[src/rtl/mdio_master.sv]
// MDIO (IEEE 802.3 Clause 22) management master.
// Runs one read or write frame per accepted command. MDC is divided down from
// clk, and the MDIO pad is split into mdio_o/mdio_t/mdio_i for an external IOBUF.
//
// state  | meaning
// -------+-------------------------------------------------------------
// IDLE   | no frame; cmd_ready high; mdc low, MDIO released and high
// PRE    | 32 preamble ones (skipped when PREAMBLE_EN = 0)
// HDR    | ST, OP, PHYAD, REGAD: 14 bits, always driven
// TA     | 2 turnaround bits; released on reads, second bit sampled
// DATA   | 16 data bits; driven on writes, sampled on reads
module mdio_master #(
  parameter int unsigned CLK_DIV     = 25,
  parameter int unsigned PREAMBLE_EN = 1
) (
  input  logic        clk,
  input  logic        resetn,
  input  logic        cmd_valid,
  output logic        cmd_ready,
  input  logic        cmd_write,
  input  logic [4:0]  cmd_phy_addr,
  input  logic [4:0]  cmd_reg_addr,
  input  logic [15:0] cmd_wdata,
  output logic        rsp_valid,
  output logic [15:0] rsp_rdata,
  output logic        rsp_err,
  output logic        busy,
  output logic        mdc,
  output logic        mdio_o,
  output logic        mdio_t,
  input  logic        mdio_i
);

  // Phase counter counts down through the 2*CLK_DIV clk cycles of one bit.
  // PH_LAST marks bit start (mdc low); reaching PH_RISE on the next edge
  // raises mdc; zero is the last cycle of the bit.
  localparam int unsigned PH_W = $clog2(2 * CLK_DIV);
  localparam logic [PH_W-1:0] PH_LAST = PH_W'(2 * CLK_DIV - 1);
  localparam logic [PH_W-1:0] PH_RISE = PH_W'(CLK_DIV);
  localparam logic [PH_W-1:0] PH_ONE  = PH_W'(1);

  typedef enum logic [2:0] {
    S_IDLE,
    S_PRE,
    S_HDR,
    S_TA,
    S_DATA
  } state_e;

  state_e          state_q;
  logic [PH_W-1:0] ph_q;
  logic [5:0]      bit_q;
  logic [31:0]     tx_q;
  logic [15:0]     rx_q;
  logic            err_q;
  logic            rd_q;
  logic            cmd_ready_q;
  logic            busy_q;
  logic            rsp_valid_q;
  logic [15:0]     rsp_rdata_q;
  logic            rsp_err_q;
  logic            mdc_q;
  logic            mdio_o_q;
  logic            mdio_t_q;

  logic [31:0]     frame_d;
  logic            last_bit_d;
  logic            accept_d;

  // Frame after the preamble. Released bits of a read carry ones so mdio_o
  // idles high while the PHY owns the line.
  assign frame_d = {2'b01,
                    cmd_write ? 2'b01 : 2'b10,
                    cmd_phy_addr,
                    cmd_reg_addr,
                    cmd_write ? 2'b10 : 2'b11,
                    cmd_write ? cmd_wdata : 16'hFFFF};

  assign last_bit_d = (state_q == S_DATA) && (bit_q == 6'd0);
  assign accept_d   = cmd_valid && cmd_ready_q;

  // Frame sequencer: bit timing, shifting, sampling and the response pulse.
  always_ff @(posedge clk or negedge resetn) begin
    if (!resetn) begin
      state_q     <= S_IDLE;
      ph_q        <= '0;
      bit_q       <= 6'd0;
      tx_q        <= 32'h0000_0000;
      rx_q        <= 16'h0000;
      err_q       <= 1'b0;
      rd_q        <= 1'b0;
      cmd_ready_q <= 1'b0;
      busy_q      <= 1'b0;
      rsp_valid_q <= 1'b0;
      rsp_rdata_q <= 16'h0000;
      rsp_err_q   <= 1'b0;
      mdc_q       <= 1'b0;
      mdio_o_q    <= 1'b1;
      mdio_t_q    <= 1'b1;
    end else begin
      rsp_valid_q <= 1'b0;
      case (state_q)
        S_IDLE: begin
          cmd_ready_q <= 1'b1;
          busy_q      <= 1'b0;
          mdc_q       <= 1'b0;
          mdio_o_q    <= 1'b1;
          mdio_t_q    <= 1'b1;
          if (accept_d) begin
            cmd_ready_q <= 1'b0;
            busy_q      <= 1'b1;
            rd_q        <= !cmd_write;
            err_q       <= 1'b0;
            rx_q        <= 16'h0000;
            ph_q        <= PH_LAST;
            mdio_t_q    <= 1'b0;
            if (PREAMBLE_EN != 0) begin
              state_q  <= S_PRE;
              bit_q    <= 6'd31;
              mdio_o_q <= 1'b1;
              tx_q     <= frame_d;
            end else begin
              state_q  <= S_HDR;
              bit_q    <= 6'd13;
              mdio_o_q <= frame_d[31];
              tx_q     <= {frame_d[30:0], 1'b0};
            end
          end
        end
        default: begin
          if (ph_q == '0) begin
            // Bit boundary: mdc falls and the next bit is presented.
            ph_q  <= PH_LAST;
            mdc_q <= 1'b0;
            if (bit_q != 6'd0) begin
              bit_q <= bit_q - 6'd1;
              if (state_q != S_PRE) begin
                mdio_o_q <= tx_q[31];
                tx_q     <= {tx_q[30:0], 1'b0};
              end
            end else begin
              mdio_o_q <= tx_q[31];
              tx_q     <= {tx_q[30:0], 1'b0};
              case (state_q)
                S_PRE: begin
                  state_q <= S_HDR;
                  bit_q   <= 6'd13;
                end
                S_HDR: begin
                  state_q  <= S_TA;
                  bit_q    <= 6'd1;
                  mdio_t_q <= rd_q;
                end
                S_TA: begin
                  state_q <= S_DATA;
                  bit_q   <= 6'd15;
                end
                default: begin
                  // End of DATA: back to idle with cmd_ready already up so a
                  // new command can be taken in the first idle cycle.
                  state_q     <= S_IDLE;
                  bit_q       <= 6'd0;
                  mdio_o_q    <= 1'b1;
                  mdio_t_q    <= 1'b1;
                  busy_q      <= 1'b0;
                  cmd_ready_q <= 1'b1;
                end
              endcase
            end
          end else begin
            ph_q <= ph_q - PH_ONE;
            if (ph_q == PH_RISE) begin
              mdc_q <= 1'b1;
              if (state_q == S_TA && bit_q == 6'd0) begin
                err_q <= mdio_i;
              end
              if (state_q == S_DATA) begin
                rx_q <= {rx_q[14:0], mdio_i};
              end
            end
            // Response lands in the final clk cycle of the final bit.
            if (ph_q == PH_ONE && last_bit_d) begin
              rsp_valid_q <= 1'b1;
              rsp_rdata_q <= rd_q ? rx_q : 16'h0000;
              rsp_err_q   <= rd_q & err_q;
            end
          end
        end
      endcase
    end
  end

  assign cmd_ready = cmd_ready_q;
  assign busy      = busy_q;
  assign rsp_valid = rsp_valid_q;
  assign rsp_rdata = rsp_rdata_q;
  assign rsp_err   = rsp_err_q;
  assign mdc       = mdc_q;
  assign mdio_o    = mdio_o_q;
  assign mdio_t    = mdio_t_q;

endmodule

[config.mk]
export PLATFORM = sky130hd
export DESIGN_NAME = mdio_master
export DESIGN_NICKNAME = d
export VERILOG_FILES = /design/src/rtl/mdio_master.sv
export SDC_FILE = /design/constraint.sdc
export NUM_CORES = 1
export LEC_CHECK = 0
export CAP_MARGIN = 20
export CORE_UTILIZATION = 40
export CTS_CLUSTER_DIAMETER = 80
export DETAILED_ROUTE_END_ITERATION = 7
export GPL_ROUTABILITY_DRIVEN = 0
export GPL_TIMING_DRIVEN = 0
export MAX_ROUTING_LAYER = met4
export RECOVER_POWER = 50
export SYNTH_ARGS = -nofsm -noshare
export SYNTH_HDL_FRONTEND = slang
export SYNTH_SLANG_ARGS = --single-unit
[constraint.sdc]
create_clock -name clk -period 2.5 [get_ports clk]
set_input_delay 0.625 -clock clk [delete_from_list [all_inputs] [get_ports clk]]
set_output_delay 0.625 -clock clk [all_outputs]
set_load 0.01 [all_outputs]
==> results.json, run 1 <==
{
  "status": "finished, final reports clean",
  "finalSetupTns_ns": 0,
  "num_antenna_cells": 0,
  "required_ns": 2.75,
  "placement_rows": 37,
  "worstHoldEndpoint": "rsp_rdata[2]",
  "clock_power_share_pct": 37.1,
  "die_h_um": 106,
  "endpoint_kind": "register",
  "cts_tree": "yes",
  "relSlewSlack_pct": 3.16,
  "core_area_um2": 10500,
  "ys_seq_area_share_pct": 50.6,
  "numCtsBuffers": 9,
  "final_common_cell": "nand2_1",
  "drcViolationCount": 0,
  "stdcell_count": 649,
  "vias": 3352,
  "synth_area_um2": 4360,
  "pre_cts_ws_ns": -0.0435,
  "yosys.cell_types.count": 48,
  "areaGrowthSynthToFinish_pct": 21.1,
  "dp.cells": 629,
  "p_total_mw": 2.40,
  "grt_pass1_vias": 3272,
  "synth-main-ff-cell": "dfrtp_1",
  "clk_latency_ns": 0.36,
  "clockBufferDepth": 2,
  "start_kind": "register",
  "hold_depth": 2,
  "avgViaCountPerCell": 5.16,
  "rsz0062_at_grt": "false",
  "portBuffers": 52,
  "reg2reg_from": "bit_q[0]",
  "max_stage_delay_ns": 0.48,
  "p_leak_nw": 2.46,
  "cts.sinks": 88,
  "ctsHtreeMaxLevel": 3,
  "maxCapViolCount": 0,
  "routed_wl_mm": 9.46,
  "path_class": "register to register",
  "synth_edf_count": 0,
  "synth_fp_nets": 475,
  "combPwrFrac_pct": 3.7,
  "antenna_found_initial": 0,
  "ys_warn_count": 0,
  "holdCritPathClass": "register to register",
  "worstMarginPinSlew_ns": 1.45,
  "syn_avg_cell_area_um2": 9.90,
  "fp.dieArea_um2": 11300,
  "min-delay-start": "rsp_rdata[2]",
  "hpwl_mm": 6.53,
  "fmax_mhz": 422,
  "grt_use_total_pct": 18.6,
  "hold_ws_ns": 0.462,
  "initialDrtViolationCount": 186,
  "p_per_area_nw_per_um2": 455,
  "internal-power_mw": 1.83,
  "cts_root_buffer": "clkbuf_8",
  "ios": 54,
  "switching_share_pct": 24.0,
  "power_switching_mw": 0.575,
  "seqPwrFrac_pct": 59.2,
  "cp_cell_sequence": "inv_1, ha_1, or3b_2, o21ai_1, a21o_4, buf_6, mux2_4",
  "crit_path_max_fanout": 10,
  "power.ir.vdd_worst_mv": 0.258,
  "fin_crit_sh_pct": 94.8,
  "final_cell_mix": "87 x nand2_1, 86 x dfrtp_1, 42 x clkdlybuf4s50_1",
  "syn_inst": 440,
  "setup_viol": 0,
  "async_flop_share_pct": 100,
  "cp.arrival_ns": 2.62,
  "fin_nets": 543,
  "drv_slew": 0,
  "r2r_end": "tx_q[20]",
  "overflow": 0,
  "die_w_um": 106,
  "grt_pass1_wl_mm": 16.1,
  "drt_pass1_iterations": 4,
  "clkTransAtPathRegs_ns": 0.09,
  "fin_crit_ns": 2.37,
  "fin_skew_ns": 0.00956,
  "ant_nets": 0,
  "worst-r2r-setup-slack_ns": 0.13,
  "slowest_stage": "or3b_2",
  "r2r_cells": 7,
  "cpLargestDelayFamily": "compound AO/OA/AOI/OAI gates",
  "crit_buf_inv": 2,
  "synth-seq-cells": 88,
  "drive_gt1_share_pct": 14.2,
  "worst_slack_ns": 0.129,
  "grt_max_degree": 64,
  "hold_viol": 0,
  "start_util_pct": 41.6,
  "wl_per_cell_um": 14.6
}
-- repair_timing --
action	in CTS	in global routing
buffers inserted	0	4
hold buffers	0	0
resized for setup	2	2
setup endpoints to repair	25	15
cloned	0	0
pin swaps	0	1
-- power groups by stage --
stage,clock [mW],sequential [mW],combinational (mW)
2_1_floorplan,0,1.45,0.00904
3_3_place_gp,0,1.45,0.0874
3_5_place_dp,0,1.45,0.0922
4_1_cts,0.931,1.42,0.0925
5_1_grt,0.985,1.42,0.0994
6_report,0.892,1.42,0.0880
-- cell usage after synthesis, types with 5 or more instances --
cell type   n  share of area (%)
nor2_1     29                2.5
mux2_2      5                1.3
a31oi_1    16                2.3
mux2_4     27                9.3
o21ai_0    18                2.1
o2bb2ai_1  16                3.2
buf_6       5                1.3
clkbuf_1   19                1.6
a21oi_1     9                1.0
inv_1      22                1.9
nand3_1    39                4.5
nand2_1    87                7.5
dfrtp_1    86                 49
-- state kept, by name, indices dropped and copies added (netlist names) --
| name | count |
|---|---|
| mdio_o | 1 |
| rx_q | 16 |
| cmd_ready | 1 |
| ph_q | 6 |
| rsp_err | 1 |
| rd_q | 1 |
| state_q | 3 |
| bit_q | 6 |
| rsp_rdata | 16 |
| tx_q | 32 |
| mdio_t | 1 |
| err_q | 1 |
| rsp_valid | 1 |
| busy | 1 |
| mdc | 1 |
-- metal layers --
metal,vias up,track usage (%),routed length (µm)
met5,-,-,0
met4,0,7.94,127
met3,11,2.64,327
met2,77,28.0,4350
met1,1597,25.2,4660
li1,1667,-,-
-- worst max path at each step --
stage          startpoint       endpoint  cells after the start  slack [ns]
2_1_floorplan    bit_q[0]        tx_q[0]                      7        0.28
3_3_place_gp       resetn       tx_q[11]                      1       -2.51
3_5_place_dp    cmd_valid       tx_q[20]                      6       -0.04
4_1_cts          bit_q[0]  rsp_rdata[14]                      8        0.04
5_1_grt          bit_q[0]       tx_q[28]                      7        0.01
6_report         bit_q[0]       tx_q[20]                      7        0.13
-- worst reg2reg max path, cell delays in order, from the launching register on --
cell	delay [ns]
dfrtp_1	0.44
inv_1	0.12
ha_1	0.20
or3b_2	0.48
o21ai_1	0.30
a21o_4	0.22
buf_6	0.19
mux2_4	0.32
-- per-stage QoR --
stage          util (%)  cell area [µm²]
2_1_floorplan         -             4360
3_3_place_gp       48.2             5050
3_5_place_dp       48.5             5070
4_1_cts            50.2             5250
5_1_grt            50.4             5280
6_report           50.4             5280
-- cells by family after synthesis --
family	after synthesis	share of synthesized area (%)
flip-flops	88	50.6
buffers and inverters	51	5.37
multiplexers	34	11.1
AO/OA/AOI/OAI	78	12.3
adder cells (fa/ha/maj)	4	1.15
XOR/XNOR	1	0.201
AND/OR/NAND/NOR	184	19.3
-- final cells by class --
class	instances	area, µm²
well taps	136	170
clock inverters	7	48.8
repair buffers	57	572
inverters	23	86.3
fillers	1023	5180
flip-flops and latches	88	2200
multi-input cells	301	1920
plain buffers	28	149
clock buffers	9	124
(Power assumes the default switching activity.)
==> run 2: changes to the inputs <==
--- a/config.mk
+++ b/config.mk
@@ -11,8 +11,10 @@
 export DETAILED_ROUTE_END_ITERATION = 7
 export GPL_ROUTABILITY_DRIVEN = 0
 export GPL_TIMING_DRIVEN = 0
+export HOLD_SLACK_MARGIN = 0.15
 export MAX_ROUTING_LAYER = met4
 export RECOVER_POWER = 50
+export SLEW_MARGIN = 20
 export SYNTH_ARGS = -nofsm -noshare
 export SYNTH_HDL_FRONTEND = slang
 export SYNTH_SLANG_ARGS = --single-unit
==> constraint.sdc (replaced) <==
create_clock -name clk -period 2 [get_ports clk]
set_input_delay 0.5 -clock clk [delete_from_list [all_inputs] [get_ports clk]]
set_output_delay 0.5 -clock clk [all_outputs]
set_load 0.01 [all_outputs]
==> results.json, run 2 (same netlist as run 1, synthesis figures left out) <==
{
  "start_kind": "register",
  "overflow": 0,
  "grt_pass1_vias": 3496,
  "ant_nets": 0,
  "clockBufferDepth": 2,
  "antenna_found_initial": 0,
  "rsz0062_at_grt": "true",
  "initialDrtViolationCount": 171,
  "portBuffers": 52,
  "numCtsBuffers": 9,
  "start_util_pct": 41.6,
  "cts_root_buffer": "clkbuf_8",
  "worst_slack_ns": -0.0433,
  "cp_cell_sequence": "inv_2, ha_4, or3b_4, o21ai_4, a21o_4, bufbuf_16, mux2_4",
  "p_leak_nw": 2.66,
  "grt_pass1_wl_mm": 17.3,
  "avgViaCountPerCell": 5.19,
  "relSlewSlack_pct": 38.4,
  "drcViolationCount": 0,
  "max_stage_delay_ns": 0.40,
  "cts_tree": "yes",
  "cpLargestDelayFamily": "flip-flops",
  "clk_latency_ns": 0.36,
  "fin_crit_sh_pct": 102,
  "placement_rows": 37,
  "areaGrowthSynthToFinish_pct": 32.1,
  "fp.dieArea_um2": 11300,
  "clkTransAtPathRegs_ns": 0.09,
  "holdCritPathClass": "register to register",
  "fmax_mhz": 489,
  "crit_buf_inv": 2,
  "violations": "negative setup slack",
  "wl_per_cell_um": 15.3,
  "endpoint_kind": "register",
  "routed_wl_mm": 10.3,
  "hpwl_mm": 6.73,
  "required_ns": 2.24,
  "fin_skew_ns": 0.0103,
  "largest_reg_flops": 32,
  "crit_path_max_fanout": 5,
  "power.ir.vdd_worst_mv": 0.287,
  "p_per_area_nw_per_um2": 551,
  "die_h_um": 106,
  "path_class": "register to register",
  "ios": 54,
  "worstMarginPinSlew_ns": 0.924,
  "cts.sinks": 88,
  "maxCapViolCount": 0,
  "final_cell_mix": "86 x nand2_1, 85 x dfrtp_1, 51 x clkdlybuf4s50_1",
  "fin_crit_ns": 2.04,
  "fin_nets": 570,
  "hold_viol": 0,
  "status": "complete, but fails checks",
  "finalSetupTns_ns": -0.696,
  "setup_viol": 27,
  "largest-register": "tx_q",
  "final_common_cell": "nand2_1",
  "grt_use_total_pct": 20.0,
  "cp.arrival_ns": 2.28,
  "core_area_um2": 10500,
  "drive_gt1_share_pct": 23.7,
  "num_antenna_cells": 0,
  "final.fill_count": 988,
  "grt_max_degree": 69,
  "hold_ws_ns": 0.472,
  "slowest_stage": "dfrtp_1",
  "drv_slew": 0,
  "die_w_um": 106,
  "ctsHtreeMaxLevel": 3,
  "drt_pass1_iterations": 4,
  "vias": 3510
}
## run 2: path summary, 6_finish.rpt
path	start	end	slack, ns	cells after the start
max reg2reg	bit_q[0]	tx_q[5]	-0.04	7
max in group asynchronous	resetn	tx_q[8]	0.26	3
min	rsp_rdata[12]	rsp_rdata[12]	0.47	2
max	bit_q[0]	tx_q[5]	-0.04	7
min in group asynchronous	resetn	rsp_err	0.54	2
min reg2reg	rsp_rdata[12]	rsp_rdata[12]	0.47	2
## run 2: where the power goes
| group | internal [mW] | total [mW] | switching (mW) | leakage (nW) |
|---|---|---|---|---|
| Clock | 0.616 | 1.28 | 0.668 | 0.0989 |
| Sequential | 1.78 | 1.78 | 0 | 1.18 |
| Combinational | 0.0554 | 0.109 | 0.0536 | 1.38 |
| Total | 2.45 | 3.17 | 0.721 | 2.66 |
## run 2: layout make-up
| type | instances | area, µm² | area share, % |
|---|---|---|---|
| multi-input combinational | 301 | 2050 | 35.5 |
| sequential | 88 | 2210 | 38.3 |
| timing repair buffer | 87 | 868 | 15.1 |
| clock buffer | 10 | 138 | 2.39 |
| inverter | 23 | 86.3 | 1.50 |
| buffer | 25 | 175 | 3.04 |
| tap | 136 | 170 | 2.96 |
| clock inverter | 6 | 67.6 | 1.17 |
## run 2: per-stage QoR
step / area [µm²] / cells / utilization (%) / setup slack, ns / total power, mW
after floorplan: 4390 / 440 / - / -0.0359 / 1.82
after global placement: 5080 / 628 / 48.6 / -2.89 / 1.92
after detailed placement: 5110 / 629 / 48.8 / -0.426 / 1.93
after CTS: 5650 / 669 / 54.0 / -0.0577 / 3.21
after global routing: 5760 / 676 / 55.0 / -0.108 / 3.29
final: 5760 / 676 / 55.0 / -0.0433 / 3.17
## run 2: timing repair
action,in CTS,in global routing
buffers inserted,21,9
cloned,3,0
hold buffers,1,0
pin swaps,3,3
gates resized for setup,22,28
setup endpoints to repair,73,58
endpoints found under the hold margin,19,0
## run 2: routing by layer
layer / vias up / global-route usage [%] / wire (µm)
met5: - / - / 0
met2: 73 / 31.3 / 4900
li1: 1724 / - / -
met1: 1703 / 26.9 / 5040
met4: 0 / 6.25 / 106
met3: 10 / 3.00 / 281
## run 2: worst reg2reg max path, cell delays in order (launching register included)
cell       delay [ns]
dfrtp_1          0.40
inv_2            0.09
ha_4             0.14
or3b_4           0.40
o21ai_4          0.17
a21o_4           0.18
bufbuf_16        0.26
mux2_4           0.29
==> run 3: changes to the inputs <==
--- a/config.mk
+++ b/config.mk
@@ -5,14 +5,17 @@
 export SDC_FILE = /design/constraint.sdc
 export NUM_CORES = 1
 export LEC_CHECK = 0
-export CAP_MARGIN = 20
-export CORE_UTILIZATION = 40
+export CELL_PAD_IN_SITES_DETAIL_PLACEMENT = 0
+export CELL_PAD_IN_SITES_GLOBAL_PLACEMENT = 1
+export CORE_MARGIN = 2
+export CORE_UTILIZATION = 39
 export CTS_CLUSTER_DIAMETER = 80
 export DETAILED_ROUTE_END_ITERATION = 7
 export GPL_ROUTABILITY_DRIVEN = 0
 export GPL_TIMING_DRIVEN = 0
 export HOLD_SLACK_MARGIN = 0.15
 export MAX_ROUTING_LAYER = met4
+export PLACE_DENSITY_LB_ADDON = 0.1
 export RECOVER_POWER = 50
 export SLEW_MARGIN = 20
 export SYNTH_ARGS = -nofsm -noshare
==> results.json, run 3 (same netlist as run 1, synthesis figures left out) <==
{
  "hold_viol": 0,
  "reg2reg_from": "bit_q[0]",
  "r2r_cells": 7,
  "largest_reg_flops": 32,
  "ios": 54,
  "rsz0062_at_grt": "true",
  "final.fill_count": 1047,
  "drcViolationCount": 0,
  "ant_nets": 0,
  "drive_gt1_share_pct": 20.7,
  "drv_slew": 0,
  "die_h_um": 110,
  "portBuffers": 52,
  "antenna_found_initial": 0,
  "clk_latency_ns": 0.36,
  "numCtsBuffers": 9,
  "overflow": 0,
  "maxCapViolCount": 0,
  "worst_slack_ns": -0.0509,
  "cp.arrival_ns": 2.30,
  "fin_nets": 557,
  "fin_crit_ns": 2.05,
  "clkTransAtPathRegs_ns": 0.09,
  "ctsHtreeMaxLevel": 3,
  "power.ir.vdd_worst_mv": 0.252,
  "clockBufferDepth": 2,
  "status": "complete, but fails checks",
  "regArea_um2": 2200,
  "core_area_um2": 10900,
  "drt_pass1_iterations": 4,
  "avgViaCountPerCell": 5.27,
  "path_class": "register to register",
  "p_leak_nw": 2.61,
  "worst-r2r-setup-slack_ns": -0.05,
  "endpoint_kind": "register",
  "violations": "negative setup slack",
  "final_common_cell": "nand2_1",
  "cts.sinks": 88,
  "cts_root_buffer": "clkbuf_8",
  "fin_skew_ns": 0.00932,
  "largest-register": "tx_q",
  "start_util_pct": 40.0,
  "min-delay-start": "rsp_rdata[2]",
  "grt_use_total_pct": 19.0,
  "p_total_mw": 3.15,
  "required_ns": 2.25,
  "final_cell_mix": "87 x nand2_1, 86 x dfrtp_1, 50 x clkdlybuf4s50_1",
  "fp.dieArea_um2": 12000,
  "placement_rows": 38,
  "areaGrowthSynthToFinish_pct": 29.5,
  "routed_wl_mm": 10.5,
  "grt_pass1_wl_mm": 17.3,
  "worstHoldEndpoint": "rsp_rdata[2]",
  "r2r_end": "tx_q[21]",
  "num_antenna_cells": 0,
  "initialDrtViolationCount": 211,
  "fin_crit_sh_pct": 103,
  "worstMarginPinSlew_ns": 1.19,
  "setup_viol": 24,
  "multi_input_area_um2": 2040,
  "p_per_area_nw_per_um2": 558,
  "holdCritPathClass": "register to register",
  "wl_per_cell_um": 15.8,
  "grt_max_degree": 46,
  "crit_path_max_fanout": 7,
  "vias": 3510,
  "hpwl_mm": 6.85,
  "hold_ws_ns": 0.467,
  "start_kind": "register",
  "fmax_mhz": 488,
  "cts_tree": "yes",
  "grt_pass1_vias": 3428,
  "die_w_um": 110,
  "hold_depth": 2,
  "relSlewSlack_pct": 20.8
}
-- run 3: timing repair --
item,CTS,global route
resized for setup,26,22
pin swaps,5,6
setup endpoints to repair,72,66
hold buffers,1,0
gates cloned,1,2
buffers inserted,11,6
hold endpoints to repair,43,0
-- run 3: final cells by class --
class | instances | area share [%]
clock inverters | 2 | 0.688
plain buffers | 25 | 3.19
well taps | 140 | 3.10
repair buffers | 74 | 13.6
inverters | 23 | 1.53
multi-input cells | 301 | 36.2
clock buffers | 13 | 2.64
flip-flops and latches | 88 | 39.1
-- run 3: worst max-delay path by stage --
stage / startpoint / to / slack, ns / cells after the start
finish: bit_q[0] / tx_q[21] / -0.05 / 7
floorplan: state_q[0] / tx_q[0] / -0.04 / 8
detailed placement: bit_q[0] / rsp_rdata[10] / -0.45 / 8
CTS: state_q[0] / rx_q[8] / -0.04 / 7
global placement: resetn / tx_q[23] / -2.95 / 1
global route: ph_q[1] / tx_q[13] / -0.1 / 7
-- run 3: per-stage QoR --
step | utilization (%) | cells | cell area, µm² | worst slack (ns) | TNS (ns)
after floorplan | - | 440 | 4390 | -0.0359 | -0.916
after global placement | 46.7 | 632 | 5080 | -2.95 | -279.63
after detailed placement | 47.0 | 633 | 5110 | -0.450 | -23.40
after CTS | 50.6 | 660 | 5500 | -0.0413 | -0.547
after global routing | 51.8 | 666 | 5640 | -0.0966 | -2.21
final | 51.8 | 666 | 5640 | -0.0509 | -0.559
-- run 3: power by group --
group / internal, mW / switching (mW) / leakage (nW)
registers: 1.78 / 0 / 1.18
logic: 0.0586 / 0.0547 / 1.33
clock network: 0.613 / 0.642 / 0.0941
-- run 3: per-layer routing --
metal | track usage (%) | wire length, µm | vias to the layer above
li1 | - | - | 1695
met1 | 26.3 | 5090 | 1734
met2 | 28.6 | 4910 | 73
met3 | 3.56 | 430 | 8
met4 | 5.42 | 110 | 0
met5 | - | 0 | -
-- run 3: worst max-delay path: stages (launching register included) --
cell and delay [ns]:
dfrtp_1 0.40, inv_2 0.10, ha_4 0.14, or3b_4 0.39
o21ai_4 0.16, a21o_4 0.27, clkbuf_16 0.19, mux2_4 0.29
